$ cat config.mk
export PLATFORM = sky130hd
export DESIGN_NAME = b10_vote_ctrl
export DESIGN_NICKNAME = d
export VERILOG_FILES = /design/src/rtl/b10_vote_ctrl.sv
export SDC_FILE = /design/constraint.sdc
export NUM_CORES = 1
export LEC_CHECK = 0
export CAP_MARGIN = 25
export CORE_MARGIN = 4
export CORE_UTILIZATION = 35
export CTS_BUF_LIST = sky130_fd_sc_hd__clkbuf_8
export CTS_CLUSTER_DIAMETER = 80
export DETAILED_ROUTE_END_ITERATION = 8
export DONT_BUFFER_PORTS = 1
export HOLD_SLACK_MARGIN = 0.08
export PLACE_DENSITY = 0.47
export SLEW_MARGIN = 30
export SYNTH_ARGS = -nofsm -noshare
export SYNTH_HDL_FRONTEND = slang
export SYNTH_SLANG_ARGS = --single-unit
$ cat constraint.sdc
create_clock -name clock -period 3.6 [get_ports clock]
set_clock_uncertainty 0.1 [all_clocks]
set_input_delay 0.54 -clock clock [delete_from_list [all_inputs] [get_ports clock]]
set_output_delay 0.54 -clock clock [all_outputs]
set_load 0.01 [all_outputs]
$ cat src/rtl/b10_vote_ctrl.sv
// b10 voting controller: ballot capture, red/green tally and coded result handshake.
// Optional self-test state is built only when B10_SELFTEST_EN is defined.
module b10_vote_ctrl #(
  parameter int BALLOTS = 4
) (
  input  logic       clock,
  input  logic       reset,
  input  logic       start,
  input  logic       key,
  input  logic       test,
  input  logic       r_button,
  input  logic       g_button,
  input  logic       rts,
  input  logic       rtr,
  input  logic [3:0] v_in,
  output logic       cts,
  output logic       ctr,
  output logic [3:0] v_out,
  output logic       busy
);

  localparam logic [3:0] LP_BALLOTS = 4'(BALLOTS);

  typedef enum logic [2:0] {
    S_IDLE,
    S_WAIT_RTS,
    S_CAPTURE,
    S_COLLECT,
    S_WAIT_RTR
`ifdef B10_SELFTEST_EN
    , S_TEST
`endif
  } state_t;

  state_t     r_state;
  logic [3:0] r_code;
  logic [3:0] r_red;
  logic [3:0] r_green;
  logic [3:0] r_nvotes;
  logic       r_cts;
  logic       r_ctr;
  logic [3:0] r_vout;
  logic       r_busy;

  logic       w_red_vote;
  logic       w_green_vote;
  logic [3:0] w_red_nx;
  logic [3:0] w_green_nx;
  logic [3:0] w_nvotes_nx;
  logic       w_close;
  logic [3:0] w_result;

`ifndef B10_SELFTEST_EN
  logic w_unused_test;
  assign w_unused_test = test;
`endif

  // Both buttons pressed together is an invalid vote and is not counted.
  assign w_red_vote   = r_button & ~g_button;
  assign w_green_vote = g_button & ~r_button;
  assign w_red_nx     = r_red    + {3'b000, w_red_vote};
  assign w_green_nx   = r_green  + {3'b000, w_green_vote};
  assign w_nvotes_nx  = r_nvotes + {3'b000, (w_red_vote | w_green_vote)};
  assign w_close      = (w_nvotes_nx == LP_BALLOTS);

  // Result uses the tallies including the closing vote.
  assign w_result = (w_red_nx > w_green_nx) ? r_code  :
                    (w_green_nx > w_red_nx) ? ~r_code : 4'b0000;

  always_ff @(posedge clock or posedge reset) begin
    if (reset) begin
      r_state  <= S_IDLE;
      r_code   <= 4'b0000;
      r_red    <= 4'b0000;
      r_green  <= 4'b0000;
      r_nvotes <= 4'b0000;
      r_cts    <= 1'b0;
      r_ctr    <= 1'b0;
      r_vout   <= 4'b0000;
      r_busy   <= 1'b0;
    end else begin
      case (r_state)
        S_IDLE: begin
          r_red    <= 4'b0000;
          r_green  <= 4'b0000;
          r_nvotes <= 4'b0000;
          r_cts    <= 1'b0;
          r_ctr    <= 1'b0;
          r_vout   <= 4'b0000;
          if (start) begin
            r_state <= S_WAIT_RTS;
            r_busy  <= 1'b1;
          end
        end
        S_WAIT_RTS: begin
`ifdef B10_SELFTEST_EN
          if (test) begin
            r_state <= S_TEST;
            r_vout  <= 4'b1010;
          end else
`endif
          if (rts && key) begin
            r_state <= S_CAPTURE;
            r_code  <= v_in;
            r_cts   <= 1'b1;
          end
        end
        S_CAPTURE: begin
          if (!rts) begin
            r_state <= S_COLLECT;
            r_cts   <= 1'b0;
          end
        end
        S_COLLECT: begin
          // Dropping key abandons the ballot even if a vote arrives on the same edge.
          if (!key) begin
            r_state <= S_IDLE;
            r_busy  <= 1'b0;
          end else begin
            r_red    <= w_red_nx;
            r_green  <= w_green_nx;
            r_nvotes <= w_nvotes_nx;
            if (w_close) begin
              r_state <= S_WAIT_RTR;
              r_ctr   <= 1'b1;
              r_vout  <= w_result;
            end
          end
        end
        S_WAIT_RTR: begin
          if (rtr) begin
            r_state <= S_IDLE;
            r_ctr   <= 1'b0;
            r_vout  <= 4'b0000;
            r_busy  <= 1'b0;
          end
        end
`ifdef B10_SELFTEST_EN
        S_TEST: begin
          if (!test) begin
            r_state <= S_IDLE;
            r_vout  <= 4'b0000;
            r_busy  <= 1'b0;
          end else begin
            r_vout <= ~r_vout;
          end
        end
`endif
        default: begin
          r_state <= S_IDLE;
          r_cts   <= 1'b0;
          r_ctr   <= 1'b0;
          r_vout  <= 4'b0000;
          r_busy  <= 1'b0;
        end
      endcase
    end
  end

  assign cts   = r_cts;
  assign ctr   = r_ctr;
  assign v_out = r_vout;
  assign busy  = r_busy;

endmodule
==> results of run 1 <==
## cells in the final DEF, fill, tap and decap left out, drive strengths merged, types with 2 or more instances in the layout
master / instances
nor3: 2
mux2i: 4
a31oi: 2
nand3: 6
a21oi: 7
ha: 12
inv: 9
a21o: 2
nand2: 9
nor2b: 2
nor2: 9
o21ai: 12
dfrtp: 26
xor2: 4
a22o: 6
clkbuf: 3
mux2: 4
xnor2: 3
o2bb2ai: 5
## layout make-up
class,count,share of cell area (%)
tap,50,3.903
clock inverter,1,1.874
multi-input combinational,103,48.48
sequential,26,40.59
inverter,9,2.108
clock buffer,3,2.576
timing repair buffer,1,0.4684
## metal layers
metal / track usage [%] / up-vias / share of wire (%)
li1: - / 519 / -
met1: 15.53 / 503 / 46
met2: 21.35 / 17 / 49
met3: 3.557 / 2 / 4.8
met4: 2.213 / 0 / 0.56
met5: 0 / - / 0
## metrics by stage
stage / worst slack (ns) / util [%]
floorplan: 1.221 / -
global placement: 1.011 / 37.74
detailed placement: 0.9614 / 37.74
CTS: 1.247 / 39.50
global route: 1.139 / 39.50
finish: 1.248 / 39.50
## cell families (layout without fill, tap and decap cells)
| kind of cell | count (synthesis) | in the layout | synth area share, % |
|---|---|---|---|
| muxes | 8 | 8 | 5.681 |
| buffers and inverters | 14 | 14 | 4.678 |
| adders and majority gates | 12 | 12 | 10.02 |
| xor gates and xnor gates | 7 | 7 | 4.094 |
| DFF | 26 | 26 | 43.44 |
| AOI/OAI and AO/OA | 42 | 42 | 19.88 |
| and+or+nand+nor | 34 | 34 | 12.20 |
## state kept, by name (all words and copies together) (netlist names)
name	flops
ctr	1
v_out	4
cts	1
r_nvotes	4
r_red	4
busy	1
r_green	4
r_state	3
r_code	4
## where the power goes
group	internal (mW)	switching [mW]	leakage, nW	total [mW]
Sequential	0.342	0.0711	0.346	0.413
Clock	0.149	0.0929	0.0357	0.242
Combinational	0.138	0.183	0.381	0.321
Total	0.628	0.347	0.763	0.976
## worst reg2reg max path: stages, from the launching register on
cell and delay, ns:
dfrtp_1 0.44, and2_1 0.20, ha_1 0.19, xor2_1 0.16
ha_1 0.31, nand2_1 0.05, o21ai_1 0.40, mux2i_1 0.28
o2bb2ai_1 0.08
## path summary, 6_finish.rpt
path	startpoint	end	slack, ns
worst max-delay path	g_button	v_out[1]	1.25
worst min-delay path	reset	r_nvotes[0]	0.1
worst max register to register	r_green[0]	v_out[1]	1.26
worst min register to register	r_nvotes[3]	r_nvotes[3]	0.41
max in group asynchronous	reset	r_nvotes[3]	2.93
min in group clock	v_in[1]	r_code[1]	0.32
==> metrics, run 1 <==
via count of the first global-routing pass=1113; mean instance size in the synthesized netlist=10.47 sq um; via count=1041; run status=completed; maximum resistive drop on vdd=0.0002625 V; fraction of final layout cells sized beyond drive strength 1=11.89%; number of iterations in the first detailed-routing pass=4; Synth area leaders=dfrtp_1, ha_1, a22o_1; start-to-end type of the worst setup path=input port to flip-flop; data arrival time of the critical path=2.41 ns; pins over their slew limit=0; worst path required time=3.66 ns; wire length of the first global-routing pass=5175 um; post-CTS repair timing setup buffer count=0; gpl congestion=0.7853; count of standard-cell rows=23; cell area after layout=1603 sq um; Cells after Synth=143; placed cell count=189; overall track demand over capacity in global routing=12.39%; count of port buffers added during placement=0; Post-Syn Area=1498 sq um; core region area=4058 sq um; highest clock frequency the design can meet=425.2 MHz; Avg Vias per Cell=5.394; number of enable-type register cells in the synthesized netlist=0; Power Density=608.7 nW/um^2; Post-DP HPWL=2218 um; Pwr Total=0.9756 mW; routed wire length=3030 um; Seq/Total Area, Yosys=43.44%; TritonCTS clock tree=yes; antenna violations before repair=0; Die W=73.42 um; logic depth of the worst register-to-register path=8; slew of the pin with the lowest slew margin=0.5634 ns; pin count of the biggest net entering global routing=27; Worst Setup Start Kind=input port; most frequent cell after synthesis=dfrtp_1; Yosys warnings=0; worst path bufs/invs=1; number of resized instances in the post-cts repair step=0; source-to-sink clock delay at the later pin of the worst-skew pair=0.27 ns; delay of the slowest cell on the worst path=0.40 ns; share of Yosys cell area claimed by the top area cell type=43.44%; Hold WC Path Type=input port to async pin; starting density of the core=36.91%; cell with the most instances on the worst path=ha_1; top-level I/O count=20; count of unique library cells instantiated by Yosys=37; total leakage power=0.7633 nW; diode insertion count for antenna repair=0; post-route setup TNS=0 ns; biggest area consumer among synthesized cells=dfrtp_1; cell breakdown of the critical path=inv_1, ha_1, ha_1, ha_1, xnor2_1, ha_1, nand2_1, o21ai_1, mux2i_1, o2bb2ai_1; Area Growth Syn to Fin=7.018%; clk sink count=26; CTS Hold Bufs=0; unrepaired setup endpoints after global routing=no; synthesized netlist net count=168; 1st-iter DRT viols=57; root buffer selected by CTS=clkbuf_8; Period minus WS final=2.352 ns; FF+latch area=650.6 sq um; prevailing post-synth register cell=dfrtp_1; Residual DRC=0; area enclosed by the die boundary=5390 sq um; kind of cell with the highest combined delay on the critical path=adder cells; total gr overflow=0; Multi-input gate area=777.0 sq um; number of cells in the finished layout apart from fillers=193; biggest fanout along the worst timing path=4; clock input transition at the sequential cells of the worst setup and hold paths=0.10 ns; die outline height=73.42 um; relative slew slack=62.39%; final hold violation count=0; final hold slack=0.09657 ns; async set or reset register ratio after synthesis=100.0%; share of the cycle needed by the critical path after routing=65.32%; Critical Path End Type=flip-flop; level count of the clock H-tree=1; antenna violation net count after detailed routing=0; logic depth of the worst path, buffers included=10; maximum capacitance violations=0; mean routed wirelength per cell=15.70 um; Bufs on Longest Clock Path=2; Placement Cell Area=1531 sq um; list of most frequent post-synthesis cells=dfrtp_1, ha_1, nand2_1, nor2_1; number of filler cells placed in the layout=386; clock buffers created by TritonCTS=3; critical-path cell with the highest stage delay=o21ai_1; number of setup violations in the final report=0; Post-layout nets=169; #FFs+latches synth=26
Power figures use the tool's default switching activity.
==> run 2: changes to the inputs <==
--- a/config.mk
+++ b/config.mk
@@ -13,7 +13,7 @@
 export DETAILED_ROUTE_END_ITERATION = 8
 export DONT_BUFFER_PORTS = 1
 export HOLD_SLACK_MARGIN = 0.08
-export PLACE_DENSITY = 0.47
+export PLACE_DENSITY = 0.49
 export SLEW_MARGIN = 30
 export SYNTH_ARGS = -nofsm -noshare
 export SYNTH_HDL_FRONTEND = slang
==> constraint.sdc (replaced) <==
create_clock -name clock -period 2 [get_ports clock]
set_clock_uncertainty 0.1 [all_clocks]
set_input_delay 0.3 -clock clock [delete_from_list [all_inputs] [get_ports clock]]
set_output_delay 0.3 -clock clock [all_outputs]
set_load 0.01 [all_outputs]
==> run 2 against run 1 <==
Critical path depth down 2. Worst hold slack better by 0.038 ns. Combinational power rose by 110%. Via count grew 7.7%. Final cell count rose by 9.3%. Sequential power increased by 80%. Critical path type is now flip-flop to flip-flop. Critical endpoint is now v_out[3]. Largest power group unchanged.
==> metrics, run 2 (synthesized netlist as in run 1, its figures left out) <==
run status=completed; fraction of final layout cells sized beyond drive strength 1=27.95%; pins over their slew limit=0; sequential fraction of design power=40.0%; number of iterations in the first detailed-routing pass=4; most common cell after layout, fill and taps aside=dfrtp_1; wire length of the first global-routing pass=5492 um; worst reg2reg setup slack=0.02 ns; commonest cells after routing, fill and taps aside=dfrtp_1, buf_4; pin count of the biggest net entering global routing=27; count of port buffers added during placement=0; Bufs on Longest Clock Path=2; area enclosed by the die boundary=5390 sq um; Post-layout nets=187; overall track demand over capacity in global routing=13.21%; count of standard-cell rows=23; root buffer selected by CTS=clkbuf_8; total gr overflow=0; worst path required time=2.06 ns; 1st-iter DRT viols=58; Worst Setup Start Kind=flip-flop; starting density of the core=36.91%; Comb power frac=36.2%; Power Density=1006 nW/um^2; biggest fanout along the worst timing path=4; maximum capacitance violations=0; via count of the first global-routing pass=1138; relative slew slack=71.34%; clock buffers created by TritonCTS=3; highest clock frequency the design can meet=503.9 MHz; antenna violations before repair=0; maximum resistive drop on vdd=0.0004665 V; Area Growth Syn to Fin=23.48%; Pwr Total=1.860 mW; switching power as a share of total power=35.07%; Avg Vias per Cell=5.313; gpl congestion=0.7119; antenna violation net count after detailed routing=0; final hold violation count=0; level count of the clock H-tree=1; mean routed wirelength per cell=15.12 um; die outline height=73.42 um; core region area=4058 sq um; share of the cycle needed by the critical path after routing=99.22%; clock input transition at the sequential cells of the worst setup and hold paths=0.10 ns; clock share of power=23.8%; source-to-sink clock delay at the later pin of the worst-skew pair=0.27 ns; logic depth of the worst register-to-register path=8; Post-DP HPWL=2344 um; TritonCTS clock tree=yes; number of setup violations in the final report=0; Critical Path End Type=flip-flop; Period minus WS final=1.984 ns; post-route setup TNS=0 ns; Residual DRC=0; data arrival time of the critical path=2.05 ns; routed wire length=3191 um; total leakage power=0.8523 nW; start-to-end type of the worst setup path=flip-flop to flip-flop; Hold WC Path Type=input port to flip-flop; number of stages on the worst hold path=2; net switching power=0.6524 mW; Power Internal=1.208 mW; via count=1121; slew of the pin with the lowest slew margin=0.4299 ns; clk sink count=26; diode insertion count for antenna repair=0; unrepaired setup endpoints after global routing=yes; Die W=73.42 um; top-level I/O count=20
run 2: metal layers:
| metal | vias up | GRT usage (%) | routed length [um] |
|---|---|---|---|
| met5 | - | 0 | 0 |
| met4 | 0 | 4.225 | 42 |
| met3 | 4 | 3.146 | 128 |
| met2 | 14 | 22.05 | 1570 |
| met1 | 546 | 16.81 | 1450 |
| li1 | 557 | - | - |
run 2: what timing repair did:
action                                  4_1_cts  5_1_grt
hold endpoints to repair                     30        0
endpoints found under the setup margin        4        5
hold buffers                                  5        0
pin swaps                                     5        2
cloned                                        0        0
setup buffers                                 1        1
resized for setup                             6        5
run 2: layout make-up:
class / instances / area (sq um)
Fill cell: 387 / 2208
Multi-Input combinational cell: 103 / 875.8
Sequential cell: 26 / 650.6
Timing Repair Buffer: 19 / 155.1
Tap cell: 50 / 62.56
Clock buffer: 3 / 41.29
Inverter: 9 / 33.78
Clock inverter: 1 / 30.03
run 2: through the flow:
stage | setup WS [ns] | instances | hold slack [ns] | utilization [%] | instance area [sq um]
3_5_place_dp | -0.1940 | 200 | 0.1762 | 40.73 | 1653
4_1_cts | -0.001840 | 210 | 0.1331 | 44.74 | 1815
2_1_floorplan | 0.0009937 | 143 | 0.2400 | - | 1536
5_1_grt | -0.08500 | 211 | 0.1389 | 45.58 | 1849
3_3_place_gp | -0.1737 | 200 | 0.1677 | 40.73 | 1653
6_report | 0.01562 | 211 | 0.1343 | 45.58 | 1849
run 2: worst paths after layout:
check	start	end
setup / recovery	r_red[0]	v_out[3]
hold / removal	key	r_state[1]
setup reg to reg	r_red[0]	v_out[3]
hold reg to reg	r_nvotes[3]	r_nvotes[3]
max in group asynchronous	reset	r_nvotes[2]
min in group asynchronous	reset	r_code[2]
run 2: power by group through the flow:
stage / Clock, mW / Sequential (mW) / Combinational (mW)
floorplan: 0 / 0.682 / 0.566
global placement: 0 / 0.748 / 0.623
detailed placement: 0 / 0.752 / 0.641
CTS: 0.455 / 0.743 / 0.664
global route: 0.481 / 0.758 / 0.750
finish: 0.443 / 0.744 / 0.673
run 2: critical path: stages, from the launching register on:
cell       delay, ns
dfrtp_1         0.42
ha_4            0.18
ha_4            0.16
xnor2_2         0.13
ha_1            0.31
nand2_2         0.06
o21ai_4         0.20
mux2i_1         0.23
o2bb2ai_1       0.08
